### src/rtl/mem_access_unit.sv
// mem_access_unit
//   Load/store sequencer between the core datapath and a word-wide data
//   memory. Adds byte/halfword/word loads (sign or zero extended) and stores;
//   sub-word stores are done as read-modify-write over the word-only port.
//
//   Optional feature macro: MISALIGN_TRAP_EN
//     defined   : misaligned half/word requests pulse err and touch no memory
//     undefined : err tied 0, offending low address bits are ignored
//
//   Ports
//     clk, rst          clock, synchronous active-high reset
//     req               access request (sampled only in IDLE)
//     we                1 = store, 0 = load
//     size              00 byte, 01 half, 10/11 word
//     sign_ext          loads: 1 sign-extend, 0 zero-extend
//     addr, wdata       byte address, low-aligned store data
//     busy, done, err   handshake / status outputs (done, err are 1-cycle pulses)
//     rdata             registered extended load result
//     mem_addr, mem_we, mem_wd, mem_rd   word-aligned data memory port
module mem_access_unit #(
    parameter int ADDR_W = 32,
    parameter int DATA_W = 32
) (
    input  logic              clk,
    input  logic              rst,
    input  logic              req,
    input  logic              we,
    input  logic [1:0]        size,
    input  logic              sign_ext,
    input  logic [ADDR_W-1:0] addr,
    input  logic [DATA_W-1:0] wdata,
    output logic              busy,
    output logic              done,
    output logic [DATA_W-1:0] rdata,
    output logic              err,
    output logic [ADDR_W-1:0] mem_addr,
    output logic              mem_we,
    output logic [DATA_W-1:0] mem_wd,
    input  logic [DATA_W-1:0] mem_rd
);

    typedef enum logic [1:0] {
        S_IDLE = 2'd0,
        S_RD   = 2'd1,
        S_WR   = 2'd2
    } state_t;

    state_t              state_q, state_d;
    logic                we_q, we_d;
    logic [1:0]          size_q, size_d;
    logic                sx_q, sx_d;
    logic [ADDR_W-1:0]   addr_q, addr_d;
    logic [15:0]         wdata_q, wdata_d;   // only byte/half stores need the latched data
    logic [DATA_W-1:0]   wbuf_q, wbuf_d;
    logic [DATA_W-1:0]   rdata_q, rdata_d;
    logic                done_q, done_d;
    logic                err_q, err_d;

    logic                misaligned;
    logic [7:0]          byte_v;
    logic [15:0]         half_v;
    logic [DATA_W-1:0]   merged;
    logic [DATA_W-1:0]   loaded;

    // Misalignment of the incoming request; only acted on when trapping is built in.
    assign misaligned = ((size == 2'b01) && addr[0]) ||
                        (size[1] && (addr[1:0] != 2'b00));

    // Lane selection: byte lane = addr[1:0], half lane = addr[1], word = lane 0.
    assign byte_v = mem_rd[{addr_q[1:0], 3'b000} +: 8];
    assign half_v = mem_rd[{addr_q[1], 4'b0000} +: 16];

    always_comb begin
        merged = mem_rd;
        if (size_q == 2'b00) begin
            merged[{addr_q[1:0], 3'b000} +: 8] = wdata_q[7:0];
        end else begin
            merged[{addr_q[1], 4'b0000} +: 16] = wdata_q;
        end
    end

    always_comb begin
        case (size_q)
            2'b00:   loaded = {{24{sx_q & byte_v[7]}}, byte_v};
            2'b01:   loaded = {{16{sx_q & half_v[15]}}, half_v};
            default: loaded = mem_rd;
        endcase
    end

    always_comb begin
        state_d = state_q;
        we_d    = we_q;
        size_d  = size_q;
        sx_d    = sx_q;
        addr_d  = addr_q;
        wdata_d = wdata_q;
        wbuf_d  = wbuf_q;
        rdata_d = rdata_q;
        done_d  = 1'b0;
        err_d   = 1'b0;
        case (state_q)
            S_IDLE: begin
                if (req) begin
                    we_d    = we;
                    size_d  = size;
                    sx_d    = sign_ext;
                    addr_d  = addr;
                    wdata_d = wdata[15:0];
`ifdef MISALIGN_TRAP_EN
                    if (misaligned) begin
                        err_d   = 1'b1;
                        state_d = S_IDLE;
                    end else
`endif
                    if (we && size[1]) begin
                        wbuf_d  = wdata;
                        state_d = S_WR;
                    end else begin
                        state_d = S_RD;
                    end
                end
            end
            S_RD: begin
                if (we_q) begin
                    wbuf_d  = merged;
                    state_d = S_WR;
                end else begin
                    rdata_d = loaded;
                    done_d  = 1'b1;
                    state_d = S_IDLE;
                end
            end
            S_WR: begin
                done_d  = 1'b1;
                state_d = S_IDLE;
            end
            default: state_d = S_IDLE;
        endcase
    end

    always_ff @(posedge clk) begin
        if (rst) begin
            state_q <= S_IDLE;
            we_q    <= 1'b0;
            size_q  <= '0;
            sx_q    <= 1'b0;
            addr_q  <= '0;
            wdata_q <= '0;
            wbuf_q  <= '0;
            rdata_q <= '0;
            done_q  <= 1'b0;
            err_q   <= 1'b0;
        end else begin
            state_q <= state_d;
            we_q    <= we_d;
            size_q  <= size_d;
            sx_q    <= sx_d;
            addr_q  <= addr_d;
            wdata_q <= wdata_d;
            wbuf_q  <= wbuf_d;
            rdata_q <= rdata_d;
            done_q  <= done_d;
            err_q   <= err_d;
        end
    end

    assign busy     = (state_q != S_IDLE);
    assign done     = done_q;
    assign rdata    = rdata_q;
    assign mem_addr = busy ? {addr_q[ADDR_W-1:2], 2'b00} : '0;
    // Gated by rst so a reset during the write cycle suppresses the commit.
    assign mem_we   = (state_q == S_WR) && !rst;
    assign mem_wd   = (state_q == S_WR) ? wbuf_q : '0;

`ifdef MISALIGN_TRAP_EN
    assign err = err_q;
`else
    assign err = 1'b0;
    logic unused_err;
    assign unused_err = err_q ^ misaligned;
`endif

endmodule

### config.mk
export PLATFORM = sky130hd
export DESIGN_NAME = mem_access_unit
export DESIGN_NICKNAME = d
export VERILOG_FILES = /design/src/rtl/mem_access_unit.sv
export SDC_FILE = /design/constraint.sdc
export NUM_CORES = 1
export LEC_CHECK = 0
export ABC_AREA = 0
export ABC_CLOCK_PERIOD_IN_PS = 2700
export CORE_UTILIZATION = 47
export DETAILED_ROUTE_END_ITERATION = 6
export PLACE_DENSITY = 0.88
export SETUP_SLACK_MARGIN = 0.1
export SLEW_MARGIN = 5
export SYNTH_ARGS = -nofsm -noshare
export SYNTH_HDL_FRONTEND = slang
export SYNTH_SLANG_ARGS = --single-unit
export TNS_END_PERCENT = 20
### constraint.sdc
create_clock -name clk -period 2.7 [get_ports clk]
set_input_delay 0.81 -clock clk [delete_from_list [all_inputs] [get_ports clk]]
set_output_delay 0.81 -clock clk [all_outputs]
set_load 0.02 [all_outputs]
---- Yosys cells after proc, flatten, opt, wreduce, memory -nomap -nowiden ----
Index checks and enable logic that the tools add are counted.
W data, S select, Z words.
cells by class
  add/subtract/negate cells ............... 2
  $mul .................................... 0
  divide/modulo/power cells ............... 0
  magnitude comparators ................... 0
  equality and inequality tests ........... 6
  shift operators ......................... 6
  mux-type cells .......................... 16
  bitwise gates (word level) .............. 3
  reductions and logical operators ........ 10
operator list
  cell                       number
  $mux W32                   6
  $pmux W32 S2               2
  $bwmux W32                 2
  $shift A16 B7 Y32 const A  1
  $shift A8 B7 Y32 const A   1
  $shiftx A16 B7 Y32         1
  $shiftx A32 B6 Y16         1
  $shiftx A32 B6 Y8          1
  $shiftx A8 B7 Y32          1
  $neg A5 Y7                 2
  $mux W2                    3
  $ne A2 B2 Y1 const B       3
  $eq A2 B1 Y1 const B       2
  $logic_not A2 Y1           2
  $pmux W2 S2                1
  $reduce_and A2 Y1          2
  $reduce_and A4 Y1          1
  $reduce_bool A2 Y1         2
  $and A1 B1 Y1              2
  $eq A2 B2 Y1 const B       1
  $logic_and A1 B1 Y1        2
  $pmux W1 S2                1
  $logic_not A1 Y1           1
  $mux W1                    1
  $not A1 Y1                 1
storage, ports and cells
  flip-flop bits (word level) ............. 119
  latch bits .............................. 0
  bits in writable memories ............... 0
  memory bits (read-only) ................. 0
  bits of input ports ..................... 103
  memories ................................ 0

---- Logic depth before layout (Yosys ltp) ----
Gate-level depths: netlist of the first run.
  depth in word-level cells ............... 6
  depth in mapped cells ................... 8

---- Worst setup path before layout of the first run ----
OpenSTA, ideal clock, no wires.
  path kind ............................... input to output
  start point ............................. input port rst
  end point ............................... output port mem_we
  data arrival time ....................... 1.442 ns
  required time ........................... 1.890 ns
  path slack .............................. 0.448 ns
  cell stages on the path ................. 3
  path buffers ............................ 2
  cells stage by stage .................... clkbuf_1 clkbuf_1 nor2b_1
on the way
  cells in the longest elaborated chain, start to end .. 2
RTL lines
  what                 RTL line  text
  from (decl)          25        input logic rst,
  $logic_not A1 Y1     172       assign mem_we = (state_q == S_WR) && !rst;
  $logic_and A1 B1 Y1  172
  to (decl)            37        output logic mem_we,
Every way passes these cells.

---- Worst setup path after layout of the first run ----
  start point ............................. register state_q[0]
  end point ............................... output port busy
on the way
  cells in the longest elaborated chain, start to end .. 1
RTL lines
  what                    RTL line  text
  from (decl)             48        state_t state_q, state_d;
  from (signal assigned)  154       state_q <= state_d;
  $reduce_bool A2 Y1      167       assign busy = (state_q != S_IDLE);
  to (decl)               32        output logic busy,
Every way passes these cells.

==> flow_summary_export.csv, run 1 <==
group,metric,value,unit
status,status,"finished clean",
setup_path,reg2reg_slack,300,ps
sta,max_freq,0.392,GHz
setup_path,critPathRequiredTime,1890,ps
sta,finalSetupViolations,0,
setup_path,critPathSlowestCell,"dfxtp_1",
synth,syn-cell-area,0.00646,mm²
floorplan,die_area,0.0142,mm²
synth,async_reset_ff_share,0,%
cts,cts_tree,"built",
global_routing,grt_start_max_net_pins,77,
route,met1_length,8.85,mm
setup_path,r2r_cells,6,
global_routing,antenna_found_initial,0,
synth,synthFlopType,"dfxtp_1",
final_layout,layout-drive-gt1-share,9.84,%
cts,path_clk_slew,60,ps
floorplan,die_y,119,µm
synth,synth_area_per_cell,7.45,µm²
global_routing,grt_usage,30.0,%
sta,hold_viol_final,0,
cts,clock-root-buffer,"clkbuf_16",
synth,synth_seq_cells,119,
setup_path,critPathKind,"reg -> out",
synth,synth_seq_area_share,36.9,%
sta,rsz0062_at_grt,"yes",
placement,hpwl,14.3,mm
setup_path,cp-startpoint,"state_q[0]",
worst_hold_path,min_delay_path_depth,2,
power_and_ir_drop,ir_drop,400,µV
route,first_iter_violations,592,
cts,cts_sinks,119,
route,via_count,6988,
setup_path,cp_num_cells,5,
floorplan,fp.coreArea,0.0133,mm²
floorplan,pin_count,203,
setup_path,path_max_fanout,24,
power_and_ir_drop,p_total,0.00586,W
setup_path,path_common_cell,"inv_1",
cts,clockBufferDepth,2,
global_routing,grt_pass1_wl,33.4,mm
sta,worst_slew_pin_slew,846,ps
final_layout,nNetsFinal,1145,
setup_path,path_buf_inv,4,
placement,gp_congestion,0.941,
synth,synth_cells,868,
route,vias_per_cell,5.71,
worst_hold_path,min_from,"addr_q[26]",
floorplan,start_util,48.4,%
cts,clkLatencyLatePin,420,ps
placement,numPortBuffers,199,
cts,cts_buffers,17,
route,routed_wl,21.4,mm
synth,synth_cell_types,43,
sta,hold_slack,448,ps
setup_path,worstPathArrival,1740,ps
floorplan,die_w,119,µm
final_layout,diodes,0,
route,ant_nets,0,
sta,finalCriticalPeriod,2550,ps
synth,synth-edff-count,0,
sta,max_slew_margin,43.6,%
setup_path,endpoint_kind,"output pin",
final_layout,area_growth,41.8,%
route,dr.max_layer_used,"met4",
route,post-route-drc-count,0,
power_and_ir_drop,p_leak,3.95,nW
setup_path,critPathMaxStageDelay,360,ps
run,cap_violations,0,
floorplan,placementRows,42,
sta,fin_worst_skew,5.59,ps
route,dr_wl_met3,2.15,mm
global_routing,grt_pass1_vias,6432,
sta,slew_viol_final,0,
sta,period_share,94.4,%
global_routing,gr-total-overflow,0,
route,first_pass_iters,6,
cts,h-tree-depth,4,
route,wl_per_cell,17.5,µm
cts,ctsHoldBuffers,0,
setup_path,r2r_start,"addr_q[1]",
worst_hold_path,hold_path_class,"reg -> reg",
synth,yosys_warnings,0,
setup_path,startpoint_type,"register",
route,wl_met2,9.67,mm
setup_path,critical-path-top-delay-family,"buffers and inverters",
setup_path,crit_chain,"inv_1 > ha_1 > buf_6 > inv_1 > dlygate4sd2_1",
power_and_ir_drop,p_per_area,639,mW/mm²
-- kinds of logic after synthesis --
logic type	synth area share [%]
simple gates	25.0
compound gates	26.6
flops	36.9
buf+inv	7.07
mux	2.79
fa+ha+maj	1.55
other cells	0.0580
-- worst paths after layout --
check               endpoint
setup / recovery        busy
hold / removal    addr_q[26]
setup reg to reg  wbuf_q[23]
hold reg to reg   addr_q[26]
-- cell usage in the layout, fill, tap and decap left out, types with 3 or more instances in the layout --
cell type / netlist / layout
dfxtp_1: 119 / 118
clkbuf_8: 0 / 3
nand3_1: 25 / 25
dlymetal6s2s_1: 0 / 25
a211oi_1: 13 / 13
clkinvlp_4: 0 / 4
buf_12: 0 / 4
and2_1: 33 / 32
buf_4: 4 / 23
mux2i_1: 18 / 18
clkdlybuf4s15_2: 0 / 3
conb_1: 1 / 3
nand2b_1: 34 / 34
a311oi_1: 10 / 10
nor2_1: 20 / 19
inv_1: 31 / 31
o21ai_0: 78 / 78
a21oi_1: 103 / 103
or3_1: 3 / 3
clkbuf_2: 1 / 16
nor3_1: 3 / 3
a222oi_1: 5 / 5
nor3b_1: 9 / 9
and3_1: 8 / 8
bufinv_16: 0 / 3
nand2_1: 157 / 157
a221o_1: 10 / 10
ha_1: 8 / 6
a31oi_1: 22 / 22
nor2b_1: 34 / 33
clkdlybuf4s50_1: 0 / 134
clkbuf_16: 0 / 17
buf_2: 13 / 12
o221ai_1: 24 / 24
dlygate4sd2_1: 0 / 8
-- power by group --
group | total, W | switching, W | internal [W]
Sequential | 0.00208 | 0.000126 | 0.00195
Combinational | 0.00142 | 0.000802 | 0.000617
Clock | 0.00236 | 0.000838 | 0.00152
Total | 0.00586 | 0.00177 | 0.00409
-- registers in the layout, indices dropped and copies added (netlist names) --
register and count:
addr_q 32, rdata 32, wbuf_q 32, wdata_q 16, size_q 2, state_q 2, done 1, sx_q 1
we_q 1
-- worst reg2reg max path, cell delays in order (launching register included) --
cell and delay, ps:
dfxtp_2 360, buf_12 310, ha_1 400, nand4bb_1 390, nor3b_1 310, o221ai_1 250, a311oi_1 300
-- area by class of cell --
class,instances,area [µm²]
flip-flops and latches,119,2380
repair buffers,227,2170
well taps,176,220
fillers,1094,4190
multi-input cells,638,3650
inverters,31,116
clock inverters,11,148
clock buffers,21,470
-- repair_timing --
item,4_1_cts,5_1_grt
endpoints found under the setup margin,64,56
resized for setup,70,69
buffers inserted,0,0
-- per-stage QoR --
step	instance area [µm²]	std cells	util, %	worst slack [ps]	TNS (ps)
final	9160	1223	68.6	151	0
after global routing	9160	1223	68.6	55.7	0
after CTS	9220	1223	69.1	-109	-2480
after detailed placement	8610	1191	64.5	193	0
after global placement	8610	1191	64.5	233	0
after floorplan	6470	870	-	448	0
-- per-layer routing --
metal,up-vias,global-route usage [%]
li1,3360,-
met5,-,0
met1,3196,38.6
met2,371,46.2
met3,61,9.10
met4,0,13.4
-- Yosys cell counts (2+ instances only) --
master	count	area, µm²
nand2_1	157	589
a311oi_1	10	87.6
or3b_2	2	17.5
a221o_1	10	100
buf_1	6	22.5
nor2_1	20	75.1
clkbuf_1	58	218
a211oi_1	13	97.6
nor2b_1	34	213
o21ai_0	78	390
ha_1	8	100
buf_2	13	65.1
o221a_2	2	22.5
buf_4	4	30.0
a222oi_1	5	50.1
mux2i_1	18	180
a21oi_1	103	515
nand2b_1	34	213
dfxtp_1	119	2380
or3_1	3	18.8
o221ai_1	24	210
inv_1	31	116
nor3_1	3	15.0
a22oi_1	2	15.0
nor3b_1	9	67.6
and2_1	33	206
and3_1	8	50.1
nand3_1	25	125
a31oi_1	22	138
Power figures use the tool's default switching activity.
==> run 2, diff against run 1 <==
CORE_UTILIZATION = 25   (was 47)
PLACE_DENSITY = 0.55   (was 0.88)
TNS_END_PERCENT = 10   (was 20)
==> run 2 against run 1 <==
Effect of this change: via count down 3.0%; clock-buffer cell count is 1 lower; routed wire length increased by 17%; core utilization is 32 points lower; fmax is 0.74% lower; cell count grew 13%; sequential power about the same; critical endpoint is now mem_addr[25].
==> flow_summary_export.csv, run 2 (same netlist as run 1, synthesis figures left out) <==
group,metric,value,unit
sta,hold_viol_final,0,
final_layout,nNetsFinal,1148,
setup_path,crit_chain,"inv_1 > ha_1 > buf_12 > nor2b_1 > dlygate4sd2_1",
floorplan,start_util,25.6,%
placement,hpwl,17.7,mm
cts,cts_buffers,17,
sta,worst_slew_pin_slew,907,ps
sta,finalCriticalPeriod,2570,ps
setup_path,critPathSlowestCell,"dfxtp_1",
cts,clock-root-buffer,"clkbuf_16",
global_routing,grt_pass1_vias,6444,
floorplan,pin_count,203,
sta,fin_worst_skew,6.97,ps
placement,gp_congestion,0.831,
worst_hold_path,min_delay_path_depth,2,
floorplan,die_area,0.0265,mm²
setup_path,reg2reg_slack,300,ps
final_layout,layout_common_cells,"nand2_1, clkdlybuf4s50_1, dfxtp_1",
cts,cts_sinks,119,
sta,period_share,95.1,%
setup_path,startpoint_type,"register",
setup_path,r2r_start,"addr_q[0]",
route,vias_per_cell,4.91,
floorplan,die_y,163,µm
cts,clockBufferDepth,2,
worst_hold_path,hold_path_class,"reg -> reg",
floorplan,die_w,163,µm
power_and_ir_drop,p_leak,3.67,nW
cts,ctsHoldBuffers,0,
sta,hold_slack,448,ps
global_routing,gr-total-overflow,0,
cts,h-tree-depth,4,
sta,finalSetupViolations,0,
route,wl_per_cell,18.1,µm
cts,path_clk_slew,60,ps
setup_path,endpoint_kind,"output pin",
cts,clkLatencyLatePin,420,ps
setup_path,critPathMaxStageDelay,360,ps
route,ant_nets,0,
global_routing,grt_pass1_wl,37.9,mm
setup_path,critPathKind,"reg -> out",
global_routing,antenna_found_initial,0,
power_and_ir_drop,p_per_area,613,mW/mm²
placement,numPortBuffers,199,
route,first_iter_violations,653,
power_and_ir_drop,p_total,0.00568,W
run,cap_violations,0,
sta,slew_viol_final,0,
floorplan,fp.coreArea,0.0253,mm²
status,status,"finished clean",
power_and_ir_drop,ir_drop,286,µV
final_layout,fin_util,36.7,%
route,routed_wl,25.0,mm
cts,cts_tree,"built",
setup_path,r2r_end,"wbuf_q[23]",
sta,max_freq,0.389,GHz
route,first_pass_iters,5,
final_layout,diodes,0,
sta,fin_setup_tns,0,ps
final_layout,layout_commonest_cell,"nand2_1",
setup_path,critPathRequiredTime,1890,ps
worst_hold_path,min_from,"addr_q[30]",
route,post-route-drc-count,0,
setup_path,path_max_fanout,37,
setup_path,worstPathArrival,1760,ps
global_routing,grt_usage,18.7,%
setup_path,r2r_cells,6,
route,via_count,6777,
sta,max_slew_margin,39.6,%
final_layout,layout-drive-gt1-share,8.00,%
final_layout,area_growth,43.6,%
sta,rsz0062_at_grt,"yes",
global_routing,grt_start_max_net_pins,77,
floorplan,placementRows,58,
worst_hold_path,min_to,"addr_q[30]",
[run 2: cell types whose count changed in the layout (fill, tap and decap cells not counted), sizes merged]
| cell | before | now |
|---|---|---|
| inv | 31 | 32 |
| dlygate4sd2 | 8 | 57 |
| dlymetal6s2s | 25 | 0 |
| bufinv | 3 | 1 |
| clkinv | 4 | 6 |
| clkbuf | 37 | 25 |
| buf | 40 | 32 |
| clkdlybuf4s15 | 4 | 2 |
[run 2: metal layers]
metal / up-vias / GRT usage, % / part of all wire (%)
met5: - / 0 / 0
met2: 229 / 28.4 / 44
met3: 33 / 4.38 / 6.6
met1: 3151 / 25.6 / 48
li1: 3364 / - / -
met4: 0 / 6.50 / 2.0
[run 2: worst max-delay path, delay by kind of cell, from the launching register on]
kind                     cells  cell delay [ps]
adder cells (fa/ha/maj)      1              230
buffers and inverters        3              600
flip-flops                   1              360
AND/OR/NAND/NOR              1              150
[run 2: where the power goes]
group	internal [W]	switching [W]	leakage [nW]	total, W
clock	0.00131	0.000871	0.268	0.00218
combinational	0.000611	0.000821	2.42	0.00143
sequential	0.00195	0.000125	0.978	0.00207
total	0.00387	0.00182	3.67	0.00568
[run 2: layout make-up]
cell class                 count  area, µm²
fill                        2699      16000
sequential                   119       2380
clock inverter                12        103
tap                          330        413
clock buffer                  20        457
multi-input combinational    638       3640
inverter                      31        116
timing repair buffer         230       2160
[run 2: what timing repair did]
action                     in CTS  in global routing
gates cloned                    0                  0
hold endpoints to repair        0                  0
gates resized for setup        68                 11
setup endpoints to repair      64                 64
setup buffers                   0                  0
[run 2: worst max path at each step]
stage / from / endpoint / slack [ps]
after floorplan: rst / mem_we / 450
after global placement: rst / mem_we / 100
after detailed placement: rst / mem_we / 130
after CTS: state_q[0] / mem_addr[31] / 100
after global routing: state_q[0] / mem_wd[14] / 40
final: state_q[0] / mem_addr[25] / 130
[run 2: per-stage QoR]
| stage | instances | instance area, µm² | worst slack [ps] |
|---|---|---|---|
| after CTS | 1380 | 9300 | 100 |
| after global placement | 1348 | 8810 | 104 |
| final | 1380 | 9280 | 132 |
| after floorplan | 870 | 6470 | 448 |
| after detailed placement | 1348 | 8810 | 128 |
| after global routing | 1380 | 9280 | 41.9 |
==> run 3, diff against run 2 <==
--- a/config.mk
+++ b/config.mk
@@ -12,5 +12,4 @@
 export PLACE_DENSITY = 0.55
 export SETUP_SLACK_MARGIN = 0.1
-export SLEW_MARGIN = 5
 export SYNTH_ARGS = -nofsm -noshare
 export SYNTH_HDL_FRONTEND = slang
==> constraint.sdc (replaced) <==
create_clock -name clk -period 2.7 [get_ports clk]
set_input_delay 0.54 -clock clk [delete_from_list [all_inputs] [get_ports clk]]
set_output_delay 0.54 -clock clk [all_outputs]
set_load 0.02 [all_outputs]
==> run 3 against run 2 <==
Effect of this change: first-iteration DRC count increased by 3.7%; critical path depth unchanged; register-to-register slack improved by 110 ps.
==> flow_summary_export.csv, run 3 (same netlist as run 1, synthesis figures left out) <==
group,metric,value,unit
sta,rsz0062_at_grt,"yes",
power_and_ir_drop,ir_drop,398,µV
final_layout,final_cell_area,0.00939,mm²
placement,gp_congestion,0.838,
global_routing,grt_pass1_wl,38.2,mm
sta,slew_viol_final,0,
power_and_ir_drop,power.internal,0.00404,W
floorplan,die_y,163,µm
cts,cts_tree,"built",
route,ant_nets,0,
route,via_count,6818,
cts,clkLatencyLatePin,420,ps
floorplan,die_w,163,µm
sta,hold_viol_final,0,
power_and_ir_drop,p_switching,0.00183,W
final_layout,layout_commonest_cell,"clkdlybuf4s50_1",
final_layout,instances_no_fill,1376,
cts,path_clk_slew,60,ps
floorplan,fp.coreArea,0.0253,mm²
floorplan,pin_count,203,
setup_path,critical-path-top-delay-family,"buffers and inverters",
sta,worst_slew_pin_slew,898,ps
sta,fin_worst_skew,11.3,ps
final_layout,layout-drive-gt1-share,6.79,%
power_and_ir_drop,p_leak,3.51,nW
placement,hpwl,17.8,mm
global_routing,grt_start_max_net_pins,76,
setup_path,startpoint_type,"register",
cts,h-tree-depth,4,
route,vias_per_cell,4.95,
route,first_pass_iters,5,
cts,cts_sinks,119,
setup_path,worstPathArrival,2050,ps
global_routing,grt_pass1_vias,6638,
power_and_ir_drop,combPwrFrac,24.8,%
floorplan,placementRows,58,
sta,finalSetupViolations,0,
sta,period_share,96.0,%
placement,numPortBuffers,199,
global_routing,antenna_found_initial,1,
sta,finalCriticalPeriod,2590,ps
placement,numPlacedInstances,1343,
setup_path,reg2reg_slack,410,ps
cts,ctsHoldBuffers,0,
floorplan,die_area,0.0265,mm²
sta,max_slew_margin,40.2,%
cts,cts_buffers,17,
power_and_ir_drop,switching_share,31.2,%
final_layout,nNetsFinal,1143,
setup_path,path_buf_inv,3,
setup_path,critPathSlowestCell,"clkdlybuf4s50_1",
cts,clockBufferDepth,2,
global_routing,gr-total-overflow,0,
route,routed_wl,25.4,mm
power_and_ir_drop,p_per_area,625,mW/mm²
final_layout,fill_cells,2666,
sta,max_freq,0.386,GHz
run,cap_violations,0,
sta,fin_setup_tns,0,ps
setup_path,critPathMaxStageDelay,620,ps
power_and_ir_drop,clkPwrFrac,39.7,%
setup_path,path_max_fanout,37,
setup_path,endpoint_kind,"output pin",
floorplan,start_util,25.6,%
global_routing,grt_usage,19.0,%
route,first_iter_violations,677,
route,wl_per_cell,18.5,µm
placement,placed_area,0.00876,mm²
setup_path,critPathRequiredTime,2160,ps
setup_path,critPathKind,"reg -> out",
worst_hold_path,hold_path_class,"reg -> reg",
cts,clock-root-buffer,"clkbuf_16",
route,post-route-drc-count,0,
power_and_ir_drop,power_frac_seq,35.5,%
cts,postCtsSetupBuffers,0,
status,status,"finished clean",
final_layout,area_growth,45.3,%
setup_path,crit_chain,"inv_1 > ha_1 > buf_12 > nor2b_1 > clkdlybuf4s50_1",
final_layout,layout_common_cells,"clkdlybuf4s50_1, nand2_1, dfxtp_1",
## run 3: changes by cell type in the layout (fill, tap and decap cells not counted), moves of 3 or more
| cell | before | now |
|---|---|---|
| clkdlybuf4s50_1 | 134 | 191 |
| dlygate4sd2_1 | 57 | 1 |
| dlymetal6s2s_1 | 0 | 6 |
| buf_4 | 28 | 23 |
| clkbuf_2 | 5 | 0 |
| clkinv_2 | 5 | 2 |
| clkinv_4 | 1 | 4 |
## run 3: through the flow
| stage | hold slack (ps) | worst slack (ps) | util, % | total power, W |
|---|---|---|---|---|
| global placement | 437 | 384 | 34.7 | 0.00356 |
| finish | 447 | 107 | 37.2 | 0.00587 |
| detailed placement | 442 | 366 | 34.7 | 0.00357 |
| floorplan | 432 | 666 | - | 0.00293 |
| CTS | 450 | 83.2 | 37.1 | 0.00592 |
| global route | 462 | 3.97 | 37.2 | 0.00617 |
## run 3: worst paths after layout
| kind | start | cells after the start | end |
|---|---|---|---|
| worst max-delay path | state_q[0] | 5 | mem_addr[23] |
| worst min-delay path | addr_q[27] | 2 | addr_q[27] |
| worst max register to register | addr_q[1] | 5 | rdata[31] |
| worst min register to register | addr_q[27] | 2 | addr_q[27] |
## run 3: power groups by stage
| stage | logic (W) | clock network, W | registers, W |
|---|---|---|---|
| finish | 0.00146 | 0.00233 | 0.00209 |
| floorplan | 0.000812 | 0 | 0.00212 |
| CTS | 0.00146 | 0.00238 | 0.00208 |
| detailed placement | 0.00145 | 0 | 0.00212 |
| global placement | 0.00144 | 0 | 0.00212 |
| global route | 0.00159 | 0.00246 | 0.00211 |
## run 3: timing repair
item	CTS	global route
endpoints found under the hold margin	0	0
setup endpoints to repair	44	63
gates resized for setup	3	6
pin swaps	0	0
## run 3: worst min-delay path, delay by kind of cell, from the launching register on
family / cells / cell delay [ps]
flops: 1 / 300
simple gates: 1 / 50
compound gates: 1 / 50
## run 3: final cells by class
type | count | area [µm²] | share of cell area (%)
multi-input cells | 638 | 3640 | 38.8
flip-flops and latches | 119 | 2380 | 25.4
repair buffers | 225 | 2230 | 23.7
clock buffers | 22 | 484 | 5.16
well taps | 330 | 413 | 4.40
clock inverters | 10 | 120 | 1.28
inverters | 31 | 116 | 1.24
diodes | 1 | 2.50 | 0.0266
## run 3: routing by layer
metal / part of all wire [%] / global-route usage (%) / vias up
li1: - / - / 3354
met1: 46 / 25.4 / 3197
met2: 45 / 30.1 / 236
met3: 6.7 / 4.43 / 31
met4: 1.6 / 5.86 / 0
met5: 0 / 0 / -
